===== config.mk =====
export PLATFORM = sky130hd
export DESIGN_NAME = ddr_hit_judge_flat
export DESIGN_NICKNAME = d
export VERILOG_FILES = /design/src/rtl/ddr_hit_judge_pkg.sv /design/src/rtl/ddr_hit_judge_if.sv /design/src/rtl/ddr_hit_judge_btn_sync_edge.sv /design/src/rtl/ddr_hit_judge.sv /design/src/flat_wrapper.sv
export SDC_FILE = /design/constraint.sdc
export NUM_CORES = 1
export LEC_CHECK = 0
export ABC_AREA = 0
export BUFFER_PORTS_ARGS = -buffer_cell sky130_fd_sc_hd__buf_2
export CORE_MARGIN = 2
export CORE_UTILIZATION = 60
export DETAILED_ROUTE_END_ITERATION = 10
export PLACE_DENSITY = 0.81
export SYNTH_ARGS = -nofsm -noshare
export SYNTH_HDL_FRONTEND = slang
export SYNTH_HIERARCHICAL = 1
export SYNTH_SLANG_ARGS = --single-unit

===== constraint.sdc =====
create_clock -name clk -period 13.7 [get_ports clk]
set_clock_uncertainty 0.2 [all_clocks]
set_input_delay 2.74 -clock clk [delete_from_list [all_inputs] [get_ports clk]]
set_output_delay 2.74 -clock clk [all_outputs]
set_load 0.01 [all_outputs]

===== src/rtl/ddr_hit_judge_pkg.sv =====
// Shared constants and types for the DDR hit judge: default sizing, judge codes and FSM states.
package ddr_hit_judge_pkg;

  localparam int DEF_NUM_LANES     = 4;
  localparam int DEF_TICK_W        = 4;
  localparam int DEF_PERFECT_TICKS = 3;
  localparam int DEF_GOOD_TICKS    = 8;
  localparam int DEF_SCORE_W       = 14;
  localparam int DEF_SCORE_MAX     = 9999;
  localparam int DEF_COMBO_W       = 14;
  localparam int DEF_PERFECT_PTS   = 10;
  localparam int DEF_GOOD_PTS      = 5;
  localparam int DEF_COMBO_STEP    = 10;

  typedef enum logic [1:0] {
    JUDGE_MISS    = 2'd0,
    JUDGE_GOOD    = 2'd1,
    JUDGE_PERFECT = 2'd2,
    JUDGE_WRONG   = 2'd3
  } judge_e;

  typedef enum logic [1:0] {
    ST_IDLE = 2'd0,
    ST_OPEN = 2'd1,
    ST_DONE = 2'd2
  } state_e;

  function automatic logic is_correct(input judge_e j);
    return (j == JUDGE_PERFECT) || (j == JUDGE_GOOD);
  endfunction

endpackage


===== src/rtl/ddr_hit_judge_if.sv =====
// Game-side bus of the hit judge: beat/tick/control inputs, lane buttons and the judgement/score outputs.
interface ddr_hit_judge_if
  import ddr_hit_judge_pkg::*;
#(
  parameter int NUM_LANES = DEF_NUM_LANES,
  parameter int SCORE_W   = DEF_SCORE_W,
  parameter int COMBO_W   = DEF_COMBO_W
);
  logic                 beat_tick;
  logic                 sub_tick;
  logic                 pause;
  logic                 clear;
  logic [NUM_LANES-1:0] arrow_mask;
  logic [NUM_LANES-1:0] btn;
  logic                 judge_valid;
  judge_e               judge_code;
  logic                 correct_hit;
  logic                 incorrect_hit;
  logic [SCORE_W-1:0]   score;
  logic [COMBO_W-1:0]   combo;
  logic [COMBO_W-1:0]   max_combo;

  modport master (
    output beat_tick, sub_tick, pause, clear, arrow_mask, btn,
    input  judge_valid, judge_code, correct_hit, incorrect_hit, score, combo, max_combo
  );

  modport slave (
    input  beat_tick, sub_tick, pause, clear, arrow_mask, btn,
    output judge_valid, judge_code, correct_hit, incorrect_hit, score, combo, max_combo
  );
endinterface


===== src/rtl/ddr_hit_judge_btn_sync_edge.sv =====
// One lane of button input: 2-FF synchroniser followed by a rising-edge detector.
module btn_sync_edge (
  input  logic clk,
  input  logic reset_n,
  input  logic btn,
  output logic press
);
  logic meta;
  logic sync;
  logic prev;

  always_ff @(posedge clk or negedge reset_n) begin
    if (!reset_n) begin
      meta <= 1'b0;
      sync <= 1'b0;
      prev <= 1'b0;
    end else begin
      meta <= btn;
      sync <= meta;
      prev <= sync;
    end
  end

  assign press = sync & ~prev;
endmodule


===== src/rtl/ddr_hit_judge.sv =====
// Per-beat timing judge: grades each beat's arrow set and keeps saturating score, combo and max combo.
module ddr_hit_judge
  import ddr_hit_judge_pkg::*;
#(
  parameter int NUM_LANES     = DEF_NUM_LANES,
  parameter int TICK_W        = DEF_TICK_W,
  parameter int PERFECT_TICKS = DEF_PERFECT_TICKS,
  parameter int GOOD_TICKS    = DEF_GOOD_TICKS,
  parameter int SCORE_W       = DEF_SCORE_W,
  parameter int SCORE_MAX     = DEF_SCORE_MAX,
  parameter int COMBO_W       = DEF_COMBO_W,
  parameter int PERFECT_PTS   = DEF_PERFECT_PTS,
  parameter int GOOD_PTS      = DEF_GOOD_PTS,
  parameter int COMBO_STEP    = DEF_COMBO_STEP
) (
  input logic             clk,
  input logic             reset_n,
  ddr_hit_judge_if.slave  bus
);
  logic [NUM_LANES-1:0] press;
  state_e               state, state_nx;
  logic [TICK_W-1:0]    tick_cnt, tick_nx;
  logic [NUM_LANES-1:0] pending, pending_nx;
  logic [NUM_LANES-1:0] hit, hit_nx;
  logic [NUM_LANES-1:0] hit_upd;
  logic                 wrong, complete, timeout;
  logic                 judge_fire;
  judge_e               judge_nx;

  logic                 judge_valid_q, correct_q, incorrect_q;
  judge_e               judge_code_q;
  logic [SCORE_W-1:0]   score_q, pts, score_sat;
  logic [SCORE_W+1:0]   score_sum;
  logic [COMBO_W-1:0]   combo_q, max_q, combo_inc, bonus;

  for (genvar i = 0; i < NUM_LANES; i++) begin : g_lane
    btn_sync_edge u_sync (
      .clk     (clk),
      .reset_n (reset_n),
      .btn     (bus.btn[i]),
      .press   (press[i])
    );
  end

  assign hit_upd  = hit | (press & pending);
  assign wrong    = |(press & ~pending);
  assign complete = (hit_upd == pending);
  assign timeout  = bus.sub_tick && (tick_cnt == TICK_W'(GOOD_TICKS - 1));

  // Old beat is resolved first; a beat_tick in the same cycle then reloads the window on top of it.
  always_comb begin
    state_nx   = state;
    tick_nx    = tick_cnt;
    pending_nx = pending;
    hit_nx     = hit;
    judge_fire = 1'b0;
    judge_nx   = JUDGE_MISS;
    if (!bus.pause) begin
      if (state == ST_OPEN) begin
        hit_nx = hit_upd;
        if (bus.sub_tick) tick_nx = tick_cnt + 1'b1;
        if (wrong || complete || timeout || bus.beat_tick) begin
          judge_fire = 1'b1;
          state_nx   = ST_DONE;
          if (wrong)
            judge_nx = JUDGE_WRONG;
          else if (complete)
            judge_nx = (tick_cnt < TICK_W'(PERFECT_TICKS)) ? JUDGE_PERFECT : JUDGE_GOOD;
          else
            judge_nx = JUDGE_MISS;
        end
      end
      if (bus.beat_tick) begin
        pending_nx = bus.arrow_mask;
        hit_nx     = '0;
        tick_nx    = '0;
        state_nx   = (bus.arrow_mask != '0) ? ST_OPEN : ST_IDLE;
      end
    end
  end

  always_ff @(posedge clk or negedge reset_n) begin
    if (!reset_n) begin
      state    <= ST_IDLE;
      tick_cnt <= '0;
      pending  <= '0;
      hit      <= '0;
    end else if (bus.clear) begin
      state    <= ST_IDLE;
      tick_cnt <= '0;
      pending  <= '0;
      hit      <= '0;
    end else begin
      state    <= state_nx;
      tick_cnt <= tick_nx;
      pending  <= pending_nx;
      hit      <= hit_nx;
    end
  end

  assign combo_inc = (combo_q == {COMBO_W{1'b1}}) ? combo_q : combo_q + 1'b1;
  assign bonus     = combo_inc / COMBO_W'(COMBO_STEP);
  assign pts       = (judge_nx == JUDGE_PERFECT) ? SCORE_W'(PERFECT_PTS) : SCORE_W'(GOOD_PTS);
  assign score_sum = (SCORE_W+2)'(score_q) + (SCORE_W+2)'(pts) + (SCORE_W+2)'(bonus);
  assign score_sat = (score_sum > (SCORE_W+2)'(SCORE_MAX)) ? SCORE_W'(SCORE_MAX)
                                                           : score_sum[SCORE_W-1:0];

  always_ff @(posedge clk or negedge reset_n) begin
    if (!reset_n) begin
      judge_valid_q <= 1'b0;
      judge_code_q  <= JUDGE_MISS;
      correct_q     <= 1'b0;
      incorrect_q   <= 1'b0;
      score_q       <= '0;
      combo_q       <= '0;
      max_q         <= '0;
    end else if (bus.clear) begin
      judge_valid_q <= 1'b0;
      correct_q     <= 1'b0;
      incorrect_q   <= 1'b0;
      score_q       <= '0;
      combo_q       <= '0;
      max_q         <= '0;
    end else begin
      judge_valid_q <= judge_fire;
      correct_q     <= judge_fire && is_correct(judge_nx);
      incorrect_q   <= judge_fire && !is_correct(judge_nx);
      if (judge_fire) begin
        judge_code_q <= judge_nx;
        if (is_correct(judge_nx)) begin
          combo_q <= combo_inc;
          score_q <= score_sat;
          if (combo_inc > max_q) max_q <= combo_inc;
        end else begin
          combo_q <= '0;
        end
      end
    end
  end

  assign bus.judge_valid   = judge_valid_q;
  assign bus.judge_code    = judge_code_q;
  assign bus.correct_hit   = correct_q;
  assign bus.incorrect_hit = incorrect_q;
  assign bus.score         = score_q;
  assign bus.combo         = combo_q;
  assign bus.max_combo     = max_q;
endmodule


===== src/flat_wrapper.sv =====
// flat-port wrapper written by rule: the top's interface ports become plain ports
module ddr_hit_judge_flat import ddr_hit_judge_pkg::*;
#(
  parameter int NUM_LANES     = DEF_NUM_LANES,
  parameter int TICK_W        = DEF_TICK_W,
  parameter int PERFECT_TICKS = DEF_PERFECT_TICKS,
  parameter int GOOD_TICKS    = DEF_GOOD_TICKS,
  parameter int SCORE_W       = DEF_SCORE_W,
  parameter int SCORE_MAX     = DEF_SCORE_MAX,
  parameter int COMBO_W       = DEF_COMBO_W,
  parameter int PERFECT_PTS   = DEF_PERFECT_PTS,
  parameter int GOOD_PTS      = DEF_GOOD_PTS,
  parameter int COMBO_STEP    = DEF_COMBO_STEP
)
  (clk, reset_n, bus_beat_tick, bus_sub_tick, bus_pause, bus_clear, bus_arrow_mask, bus_btn, bus_judge_valid, bus_judge_code, bus_correct_hit, bus_incorrect_hit, bus_score, bus_combo, bus_max_combo);
  ddr_hit_judge_if #(.NUM_LANES(NUM_LANES), .SCORE_W(SCORE_W), .COMBO_W(COMBO_W)) bus_i ();
  input logic clk;
  input logic reset_n;
  input wire logic [$bits(bus_i.beat_tick)-1:0] bus_beat_tick;
  input wire logic [$bits(bus_i.sub_tick)-1:0] bus_sub_tick;
  input wire logic [$bits(bus_i.pause)-1:0] bus_pause;
  input wire logic [$bits(bus_i.clear)-1:0] bus_clear;
  input wire logic [$bits(bus_i.arrow_mask)-1:0] bus_arrow_mask;
  input wire logic [$bits(bus_i.btn)-1:0] bus_btn;
  output wire logic [$bits(bus_i.judge_valid)-1:0] bus_judge_valid;
  output wire logic [$bits(bus_i.judge_code)-1:0] bus_judge_code;
  output wire logic [$bits(bus_i.correct_hit)-1:0] bus_correct_hit;
  output wire logic [$bits(bus_i.incorrect_hit)-1:0] bus_incorrect_hit;
  output wire logic [$bits(bus_i.score)-1:0] bus_score;
  output wire logic [$bits(bus_i.combo)-1:0] bus_combo;
  output wire logic [$bits(bus_i.max_combo)-1:0] bus_max_combo;
  assign bus_i.beat_tick = bus_beat_tick;
  assign bus_i.sub_tick = bus_sub_tick;
  assign bus_i.pause = bus_pause;
  assign bus_i.clear = bus_clear;
  assign bus_i.arrow_mask = bus_arrow_mask;
  assign bus_i.btn = bus_btn;
  assign bus_judge_valid = bus_i.judge_valid;
  assign bus_judge_code = bus_i.judge_code;
  assign bus_correct_hit = bus_i.correct_hit;
  assign bus_incorrect_hit = bus_i.incorrect_hit;
  assign bus_score = bus_i.score;
  assign bus_combo = bus_i.combo;
  assign bus_max_combo = bus_i.max_combo;
  ddr_hit_judge #(.NUM_LANES(NUM_LANES), .TICK_W(TICK_W), .PERFECT_TICKS(PERFECT_TICKS), .GOOD_TICKS(GOOD_TICKS), .SCORE_W(SCORE_W), .SCORE_MAX(SCORE_MAX), .COMBO_W(COMBO_W), .PERFECT_PTS(PERFECT_PTS), .GOOD_PTS(GOOD_PTS), .COMBO_STEP(COMBO_STEP)) u_core (.clk(clk), .reset_n(reset_n), .bus(bus_i));
endmodule

==> flow_metrics.env, run 1 <==
export IMPL_cts_tree="done"
export IMPL_max_slew_margin_pct=21.91
export IMPL_grt_pass1_vias=5478
export IMPL_power_switching_mw=0.1205
export IMPL_crit_type="flop to flop"
export IMPL_post_dp_cell_area_um2=6311
export IMPL_diodes=0
export IMPL_clock_latency_ps=370
export IMPL_fin_crit_ps=11070
export IMPL_grt_antenna_before_repair=0
export IMPL_cp_startpoint="u_core/bus.combo[9]"
export IMPL_rows=36
export IMPL_cts_setup_buffers=0
export IMPL_slowest_delay_ps=820
export IMPL_timing_rr_start="u_core/bus.combo[9]"
export IMPL_slowest_stage="mux2i_2"
export IMPL_die_h_um=103.6
export IMPL_yosys_top_cells_count="73 x dfrtp_1, 70 x nor2_1, 54 x a21oi_1"
export IMPL_tns_ps=0
export IMPL_synth_seq_cells=73
export IMPL_hold_viol_final=0
export IMPL_drive_above_1_share_pct=16.29
export IMPL_drc=0
export IMPL_yosysMostFrequentCell="dfrtp_1"
export IMPL_vdd_drop_max_v=0.0001002
export IMPL_clkPwrFrac_pct=41.9
export IMPL_syn_to_final_growth_pct=9.454
export IMPL_vias=5674
export IMPL_arrival_ps=11180
export IMPL_max_freq_mhz=90.30
export IMPL_p_leak_nw=3.030
export IMPL_p_int_mw=0.3200
export IMPL_start_util_pct=61.50
export IMPL_wire_per_inst_um=18.56
export IMPL_outcome="finished clean"
export IMPL_cp_required_ps=13800
export IMPL_endpoint_kind="flop"
export IMPL_place_gp_congestion=0.9449
export IMPL_swShare_pct=27.36
export IMPL_slew_violations=0
export IMPL_syn_nets=757
export IMPL_synthCells=703
export IMPL_crit_end="u_core/bus.score[4]"
export IMPL_clk_pin_slew_ps=90
export IMPL_cts_sinks=73
export IMPL_track_usage_pct=31.01
export IMPL_reg2reg_depth=44
export IMPL_dieArea_um2=10740
export IMPL_ant_nets=0
export IMPL_routed_wl_um=16370
export IMPL_design_area_um2=6519
export IMPL_power_density_nw_per_um2=67.57
export IMPL_yosysSeqAreaShare_pct=30.67
export IMPL_crit_path_frequent_cell="o21ai_0"
export IMPL_hpwl_um=11910
export IMPL_setup_viol=0
export IMPL_port_buffers=60
export IMPL_worst_pin_slew_ps=1167
export IMPL_met1_usage_pct=41.25
export IMPL_grtUsageMet2_pct=51.28
export IMPL_clock_root_buffer="clkbuf_8"
export IMPL_synthFlopType="dfrtp_1"
export IMPL_drt_pass1_iter_count=5
export IMPL_io_pins=61
export IMPL_yosys_area_top_type="dfrtp_1"
export IMPL_vias_per_cell=6.433
export IMPL_hp_class="flop to flop"
export IMPL_synth_area_leaders="dfrtp_1 31%, ha_1 7.4%, a21oi_1 4.5%"
export IMPL_gr_total_overflow=0
export IMPL_die_w_um=103.6
export IMPL_initialDrtViolationCount=462
export IMPL_grt_pass1_wl_um=27490
export IMPL_async_flop_share_pct=100.0
export IMPL_ys_types=86
export IMPL_synth_edf_count=0
export IMPL_hp_start="u_core/g_lane[2].u_sync/meta"
export IMPL_grt_max_degree=74
export IMPL_reg2reg_slack_ps=2630
export IMPL_top_usage_layer="met2"
export IMPL_nNetsFinal=798
export IMPL_syn_area_per_cell_um2=8.472
export IMPL_synth_area_um2=5956
export IMPL_finalCritPeriodShare_pct=80.83
export IMPL_r2r_end="u_core/bus.score[4]"
export IMPL_start_kind="flop"
export IMPL_synth_top_area_share_pct=30.67
export IMPL_seqPwrFrac_pct=50.8
export IMPL_clockBufferDepth=2
export IMPL_pwr_share_comb_pct=7.2
export IMPL_numCtsBuffers=9
export IMPL_drv_cap=0
export IMPL_min_path_cells=0
export IMPL_met3_usage_pct=4.846
export IMPL_ctsHoldBuffers=0
export IMPL_cts_resized=0
export IMPL_whs_ps=153.3
export IMPL_rsz0062_at_grt="false"
export IMPL_worstPathMaxFanout=19
export IMPL_htreeDepth=3
export IMPL_core_area_um2=9684
export IMPL_yosysWarnings=6
-- kinds of logic after synthesis --
group           after synthesis  synth area share, %
simple gates                230                20.29
compound gates              223                26.01
buf+inv                      90                6.324
flops                        73                30.67
fa+ha+maj                    43                9.538
xor+xnor                     23                3.382
mux                          21                3.781
-- per-layer routing --
metal	part of all wire, %	wire, µm
met1	45	7286
met2	47	7748
met5	0	0
met4	2.9	478
met3	5.2	858
-- state kept, by name, summed over array words and instances (netlist names) --
signal	cells
u_core/g_lane.u_sync/prev	4
u_core/bus.judge_valid	1
u_core/bus.judge_code	2
u_core/pending	4
u_core/g_lane.u_sync/sync	4
u_core/bus.combo	14
u_core/state	2
u_core/bus.incorrect_hit	1
u_core/tick_cnt	4
u_core/bus.max_combo	14
u_core/hit	4
u_core/g_lane.u_sync/meta	4
u_core/bus.score	14
u_core/bus.correct_hit	1
-- cell type report --
class / count / area, µm²
Clock inverter: 7 / 83.83
Clock buffer: 9 / 123.9
Fill cell: 828 / 3166
Timing Repair Buffer: 67 / 355.3
Multi-Input combinational cell: 540 / 3759
Tap cell: 133 / 166.4
Sequential cell: 73 / 1827
Inverter: 53 / 203.9
-- power groups by stage --
| stage | sequential, mW | clock (mW) | combinational (mW) |
|---|---|---|---|
| floorplan | 0.229 | 0 | 0.0166 |
| global placement | 0.228 | 0 | 0.0306 |
| detailed placement | 0.228 | 0 | 0.0318 |
| CTS | 0.224 | 0.187 | 0.0319 |
| global route | 0.225 | 0.197 | 0.0355 |
| finish | 0.224 | 0.185 | 0.0318 |
-- worst min path at each step --
stage / endpoint / slack, ps
CTS: u_core/g_lane[2].u_sync/sync / 160
global placement: u_core/g_lane[3].u_sync/sync / 130
finish: u_core/g_lane[2].u_sync/sync / 150
floorplan: u_core/g_lane[0].u_sync/sync / 130
global route: u_core/g_lane[2].u_sync/sync / 160
detailed placement: u_core/g_lane[1].u_sync/sync / 140
-- layout by cell type, fill, tap and decap left out, types with 13 or more instances in the layout --
cell type	synthesis	final
mux2i_1	13	13
nor3_1	13	13
buf_2	8	59
inv_1	49	49
nand2_1	49	49
a211oi_1	18	18
a31oi_1	13	13
nand3_1	22	22
xnor2_1	17	17
dfrtp_1	73	73
o21ai_0	47	47
nor2_1	70	70
a21oi_1	54	54
ha_1	35	35
-- worst max-delay path, delay by kind of cell, from the launching register on --
kind / cells / cell delay (ps)
compound gates: 24 / 5390
fa+ha+maj: 4 / 1200
flops: 1 / 600
buf+inv: 4 / 530
xor+xnor: 2 / 350
mux: 2 / 1120
simple gates: 8 / 1600
-- through the flow --
step / power (mW) / utilization, % / setup slack (ps) / instances
floorplan: 0.2455 / - / 4727 / 703
global placement: 0.2585 / 65.17 / 3453 / 866
detailed placement: 0.2599 / 65.17 / 2890 / 866
CTS: 0.4425 / 67.31 / 2777 / 882
global route: 0.4572 / 67.31 / 1556 / 882
finish: 0.4405 / 67.31 / 2626 / 882
Note: power is estimated with default switching activity, not from simulation.
==> run 2, diff against run 1 <==
--- a/config.mk
+++ b/config.mk
@@ -5,12 +5,12 @@
 export SDC_FILE = /design/constraint.sdc
 export NUM_CORES = 1
 export LEC_CHECK = 0
-export ABC_AREA = 0
+export ABC_AREA = 1
 export BUFFER_PORTS_ARGS = -buffer_cell sky130_fd_sc_hd__buf_2
 export CORE_MARGIN = 2
 export CORE_UTILIZATION = 60
 export DETAILED_ROUTE_END_ITERATION = 10
-export PLACE_DENSITY = 0.81
+export PLACE_DENSITY = 0.82
 export SYNTH_ARGS = -nofsm -noshare
 export SYNTH_HDL_FRONTEND = slang
 export SYNTH_HIERARCHICAL = 1
==> constraint.sdc (replaced) <==
create_clock -name clk -period 10.67 [get_ports clk]
set_clock_uncertainty 0.2 [all_clocks]
set_input_delay 2.134 -clock clk [delete_from_list [all_inputs] [get_ports clk]]
set_output_delay 2.134 -clock clk [all_outputs]
set_load 0.01 [all_outputs]
==> flow_metrics.env, run 2 <==
export IMPL_outcome="finished clean"
export IMPL_routed_wl_um=13690
export IMPL_max_slew_margin_pct=39.42
export IMPL_nNetsFinal=803
export IMPL_start_util_pct=61.69
export IMPL_die_h_um=98.46
export IMPL_drt_pass1_iter_count=5
export IMPL_core_area_um2=8678
export IMPL_diodes=0
export IMPL_crit_type="flop to flop"
export IMPL_synth_top_area_share_pct=34.12
export IMPL_yosys_top_cells_count="108 x nand2_1, 107 x inv_1, 73 x dfrtp_1"
export IMPL_slowest_delay_ps=450
export IMPL_finalCritPeriodShare_pct=91.33
export IMPL_numCtsBuffers=9
export IMPL_grt_pass1_vias=4825
export IMPL_async_flop_share_pct=100.0
export IMPL_ys_types=47
export IMPL_clkPwrFrac_pct=41.4
export IMPL_cts_sinks=73
export IMPL_slew_violations=0
export IMPL_max_freq_mhz=102.6
export IMPL_crit_path_frequent_cell="nand2_2"
export IMPL_io_pins=61
export IMPL_start_kind="flop"
export IMPL_drv_cap=0
export IMPL_die_w_um=98.46
export IMPL_tns_ps=0
export IMPL_rows=34
export IMPL_pwr_share_comb_pct=7.5
export IMPL_grt_max_degree=74
export IMPL_syn_nets=739
export IMPL_wire_per_inst_um=15.88
export IMPL_hpwl_um=10170
export IMPL_synthFlopType="dfrtp_1"
export IMPL_slowest_stage="dfrtp_1"
export IMPL_port_buffers=60
export IMPL_htreeDepth=3
export IMPL_ant_nets=0
export IMPL_grt_antenna_before_repair=0
export IMPL_p_int_mw=0.4097
export IMPL_cts_setup_buffers=0
export IMPL_swShare_pct=27.33
export IMPL_clockBufferDepth=2
export IMPL_min_path_cells=0
export IMPL_syn_area_per_cell_um2=7.816
export IMPL_dieArea_um2=9694
export IMPL_gr_total_overflow=0
export IMPL_arrival_ps=9810
export IMPL_synth_seq_cells=73
export IMPL_worst_pin_slew_ps=908.7
export IMPL_clock_latency_ps=360
export IMPL_synth_area_um2=5354
export IMPL_track_usage_pct=28.85
export IMPL_cp_required_ps=10730
export IMPL_rsz0062_at_grt="false"
export IMPL_place_gp_congestion=1.014
export IMPL_hold_viol_final=0
export IMPL_yosysSeqAreaShare_pct=34.12
export IMPL_syn_to_final_growth_pct=11.59
export IMPL_final_common_cell="nand2_1"
export IMPL_yosysMostFrequentCell="nand2_1"
export IMPL_reg2reg_depth=68
export IMPL_yosys_area_top_type="dfrtp_1"
export IMPL_final_cells=862
export IMPL_yosysWarnings=6
export IMPL_power_switching_mw=0.1541
export IMPL_power_density_nw_per_um2=94.38
export IMPL_vdd_drop_max_v=0.00007498
export IMPL_fin_crit_ps=9745
export IMPL_vias=5091
export IMPL_dp_cells=846
export IMPL_clock_root_buffer="clkbuf_8"
export IMPL_synth_area_leaders="dfrtp_1 34%, ha_1 8.2%, nand2_1 7.6%"
export IMPL_cts_tree="done"
export IMPL_vias_per_cell=5.906
export IMPL_synthCells=685
export IMPL_hp_class="flop to flop"
export IMPL_synth_edf_count=0
export IMPL_initialDrtViolationCount=450
export IMPL_setup_viol=0
export IMPL_drive_above_1_share_pct=21.75
export IMPL_seqPwrFrac_pct=51.1
export IMPL_grt_pass1_wl_um=22850
export IMPL_clk_pin_slew_ps=90
export IMPL_endpoint_kind="flop"
export IMPL_drc=0
export IMPL_worstPathMaxFanout=14
export IMPL_p_leak_nw=3.299
export IMPL_final_cell_mix="108 x nand2_1, 107 x inv_1, 73 x dfrtp_1"
[run 2: final cells by class]
| cell class | count | area, µm² |
|---|---|---|
| clock buffers | 9 | 123.9 |
| inverters | 124 | 469.2 |
| clock inverters | 7 | 83.83 |
| well taps | 108 | 135.1 |
| repair buffers | 60 | 302.8 |
| fillers | 736 | 2704 |
| flip-flops and latches | 73 | 1827 |
| multi-input cells | 481 | 3033 |
[run 2: timing repair]
item	in CTS	in global routing
setup endpoints to repair	0	2
gates resized for setup	0	1
hold buffers	0	0
[run 2: power by group through the flow]
stage / Combinational, mW / Sequential, mW / Clock (mW)
final: 0.0423 / 0.288 / 0.233
after global routing: 0.0473 / 0.289 / 0.251
after CTS: 0.0422 / 0.288 / 0.238
after detailed placement: 0.0421 / 0.294 / 0
after global placement: 0.0411 / 0.293 / 0
after floorplan: 0.0224 / 0.295 / 0
[run 2: worst paths after layout]
check	from	end	slack [ps]
max in group asynchronous	reset_n	u_core/bus.combo[7]	7980
hold reg to reg	u_core/g_lane[1].u_sync/meta	u_core/g_lane[1].u_sync/sync	160
setup / recovery	u_core/bus.combo[1]	u_core/bus.score[3]	920
setup reg to reg	u_core/bus.combo[1]	u_core/bus.score[3]	920
hold / removal	u_core/g_lane[1].u_sync/meta	u_core/g_lane[1].u_sync/sync	160
min in group asynchronous	reset_n	u_core/tick_cnt[0]	1710
[run 2: per-layer routing]
metal  vias up  GRT usage (%)  part of all wire, %
li1       2417              -                    -
met1      2397          39.10                   43
met2       240          46.73                   47
met3        37          5.816                  8.0
met4         0          9.694                  2.6
met5         -              0                    0
[run 2: logic make-up (layout without fill, tap and decap cells)]
logic type,count (synthesis),in the layout,synth area share [%]
AO/OA/AOI/OAI,125,125,14.72
XOR/XNOR,19,19,3.365
adder cells (fa/ha/maj),40,40,10.05
buffers and inverters,131,200,9.255
flip-flops,73,73,34.12
multiplexers,2,2,0.4206
AND/OR/NAND/NOR,295,295,28.07
[run 2: worst max-delay path: cells and delay by family (launching register included)]
| family | cells | cell delay, ps |
|---|---|---|
| AOI/OAI and AO/OA | 11 | 2140 |
| buffers and inverters | 9 | 790 |
| DFF | 1 | 450 |
| adders and majority gates | 5 | 1320 |
| xor gates and xnor gates | 1 | 200 |
| and+or+nand+nor | 42 | 4540 |
[run 2: through the flow]
step | hold slack (ps) | instance area [µm²] | util (%) | setup WS (ps) | power (mW)
floorplan | 131.2 | 5354 | - | 2282 | 0.3169
finish | 159.2 | 5974 | 68.84 | 924.6 | 0.5639
CTS | 165.1 | 5973 | 68.83 | 1022 | 0.5685
detailed placement | 137.0 | 5766 | 66.44 | 1151 | 0.3360
global route | 165.5 | 5974 | 68.84 | 106.5 | 0.5872
global placement | 133.5 | 5766 | 66.44 | 1695 | 0.3343
==> run 3, diff against run 2 <==
--- a/config.mk
+++ b/config.mk
@@ -10,8 +10,7 @@
 export CORE_MARGIN = 2
 export CORE_UTILIZATION = 60
 export DETAILED_ROUTE_END_ITERATION = 10
-export PLACE_DENSITY = 0.82
+export PLACE_DENSITY = 0.81
 export SYNTH_ARGS = -nofsm -noshare
 export SYNTH_HDL_FRONTEND = slang
-export SYNTH_HIERARCHICAL = 1
 export SYNTH_SLANG_ARGS = --single-unit
==> constraint.sdc (replaced) <==
create_clock -name clk -period 10.67 [get_ports clk]
set_clock_uncertainty 0.2 [all_clocks]
set_input_delay 3.201 -clock clk [delete_from_list [all_inputs] [get_ports clk]]
set_output_delay 3.201 -clock clk [all_outputs]
set_load 0.01 [all_outputs]
==> flow_metrics.env, run 3 <==
export IMPL_outcome="finished clean"
export IMPL_crit_type="flop to flop"
export IMPL_diodes=0
export IMPL_setup_slack_ps=1370
export IMPL_cts_tree="done"
export IMPL_cp_required_ps=10700
export IMPL_tns_ps=0
export IMPL_p_leak_nw=3.219
export IMPL_initialDrtViolationCount=357
export IMPL_whs_ps=153.3
export IMPL_arrival_ps=9330
export IMPL_multi_input_area_um2=3029
export IMPL_vdd_drop_max_v=0.00009591
export IMPL_rsz0062_at_grt="false"
export IMPL_reg2reg_depth=70
export IMPL_drive_above_1_share_pct=18.24
export IMPL_post_dp_cell_area_um2=5836
export IMPL_start_util_pct=62.05
export IMPL_cts_sinks=73
export IMPL_io_pins=61
export IMPL_synthFlopType="dfrtp_1"
export IMPL_min_path_cells=0
export IMPL_nNetsFinal=838
export IMPL_crit_path_frequent_cell="nand2_2"
export IMPL_fin_crit_ps=9300
export IMPL_clock_latency_ps=360
export IMPL_nFillCells=703
export IMPL_track_usage_pct=28.92
export IMPL_async_flop_share_pct=100.0
export IMPL_die_h_um=98.97
export IMPL_syn_area_per_cell_um2=7.464
export IMPL_worst_pin_slew_ps=752.4
export IMPL_synth_edf_count=0
export IMPL_grt_pass1_vias=5051
export IMPL_numCtsBuffers=9
export IMPL_slowest_stage="dfrtp_1"
export IMPL_hpwl_um=10650
export IMPL_syn_to_final_growth_pct=11.40
export IMPL_grt_pass1_wl_um=23030
export IMPL_drv_cap=0
export IMPL_drt_pass1_iter_count=5
export IMPL_htreeDepth=3
export IMPL_highest_layer="met4"
export IMPL_clockBufferDepth=2
export IMPL_hp_class="flop to flop"
export IMPL_post_place_ws_ps=1536
export IMPL_ant_nets=0
export IMPL_place_gp_congestion=0.9930
export IMPL_worstPathMaxFanout=14
export IMPL_slew_violations=0
export IMPL_hold_viol_final=0
export IMPL_synth_seq_cells=73
export IMPL_yosys_area_top_type="dfrtp_1"
export IMPL_max_slew_margin_pct=49.78
export IMPL_synth_area_leaders="dfrtp_1 34%, inv_1 8.5%, nand2_1 8.5%"
export IMPL_wl_met2_um=6438
export IMPL_vias=5259
export IMPL_grt_max_degree=49
export IMPL_endpoint_kind="flop"
export IMPL_die_w_um=98.97
export IMPL_design_area_um2=6028
export IMPL_routed_wl_um=13610
export IMPL_rows=34
export IMPL_gr_total_overflow=0
export IMPL_max_freq_mhz=107.5
export IMPL_vias_per_cell=5.824
export IMPL_ctsHoldBuffers=0
export IMPL_start_kind="flop"
export IMPL_ys_types=46
export IMPL_ff_latch_area_um2=1827
export IMPL_dieArea_um2=9795
export IMPL_synth_area_um2=5411
export IMPL_syn_nets=772
export IMPL_grt_antenna_before_repair=0
export IMPL_wl_met1_um=5780
export IMPL_wl_met3_um=987
export IMPL_slowest_delay_ps=420
export IMPL_cts_setup_buffers=0
export IMPL_yosysWarnings=0
export IMPL_yosysSeqAreaShare_pct=33.76
export IMPL_synth_top_area_share_pct=33.76
export IMPL_cts_resized=0
export IMPL_core_area_um2=8721
export IMPL_finalCritPeriodShare_pct=87.16
export IMPL_final_cell_mix="123 x inv_1, 123 x nand2_1, 73 x dfrtp_1"
export IMPL_yosys_top_cells_count="123 x inv_1, 123 x nand2_1, 73 x dfrtp_1"
export IMPL_synthCells=725
export IMPL_clk_pin_slew_ps=80
export IMPL_clock_root_buffer="clkbuf_8"
export IMPL_wire_per_inst_um=15.07
export IMPL_power_density_nw_per_um2=91.96
export IMPL_setup_viol=0
export IMPL_drc=0
export IMPL_port_buffers=60
-- run 3: cell count changes in the layout (fill, tap and decap cells not counted), sizes merged, moves of 4 or more --
| cell | change |
|---|---|
| nand2 | +4 |
| o31ai | -5 |
| o32ai | +5 |
| o21ai | +14 |
| xor2 | +11 |
| o22ai | +6 |
| a21oi | -7 |
| inv | +17 |
| ha | -4 |
-- run 3: final timing paths --
kind,start,to,slack (ps)
worst min-delay path,u_core.g_lane[3].u_sync.meta,u_core.g_lane[3].u_sync.sync,150
min in group asynchronous,reset_n,u_core.bus.max_combo[12],2640
worst min register to register,u_core.g_lane[3].u_sync.meta,u_core.g_lane[3].u_sync.sync,150
max in group asynchronous,reset_n,u_core.bus.max_combo[1],6580
worst max register to register,u_core.bus.combo[1],u_core.bus.score[1],1370
worst max-delay path,u_core.bus.combo[1],u_core.bus.score[1],1370
-- run 3: cell type report --
type / count / share of cell area, %
Inverter: 141 / 8.780
Sequential cell: 73 / 30.30
Clock buffer: 9 / 2.055
Multi-Input combinational cell: 504 / 50.25
Clock inverter: 6 / 1.142
Timing Repair Buffer: 62 / 5.230
Tap cell: 108 / 2.242
-- run 3: power by group --
part / leakage (nW) / switching (mW) / internal, mW
combinational: 2.14 / 0.0341 / 0.0148
sequential: 0.986 / 0.00420 / 0.284
clock: 0.0957 / 0.109 / 0.108
total: 3.22 / 0.148 / 0.407
-- run 3: cells by family after synthesis --
family,synth area share [%]
xor gates and xnor gates,4.994
and+or+nand+nor,28.28
AOI/OAI and AO/OA,14.80
buffers and inverters,10.27
adders and majority gates,7.908
DFF,33.76
-- run 3: worst max-delay path: cells and delay by family (launching register included) --
family          cells  cell delay (ps)
simple gates       50             5190
compound gates      9             1810
fa+ha+maj           4              940
flops               1              420
buf+inv             6              400
xor+xnor            1              190
-- run 3: metal layers --
metal	vias up	global-route usage, %
li1	2541	-
met1	2443	38.32
met2	235	47.56
met3	40	3.901
met4	0	12.64
met5	-	0
-- run 3: metrics by stage --
| stage | total power [mW] | cells | utilization (%) |
|---|---|---|---|
| finish | 0.5543 | 903 | 69.12 |
| global route | 0.5762 | 903 | 69.12 |
| CTS | 0.5574 | 903 | 69.12 |
| detailed placement | 0.3416 | 888 | 66.92 |
| global placement | 0.3396 | 888 | 66.92 |
| floorplan | 0.3201 | 725 | - |
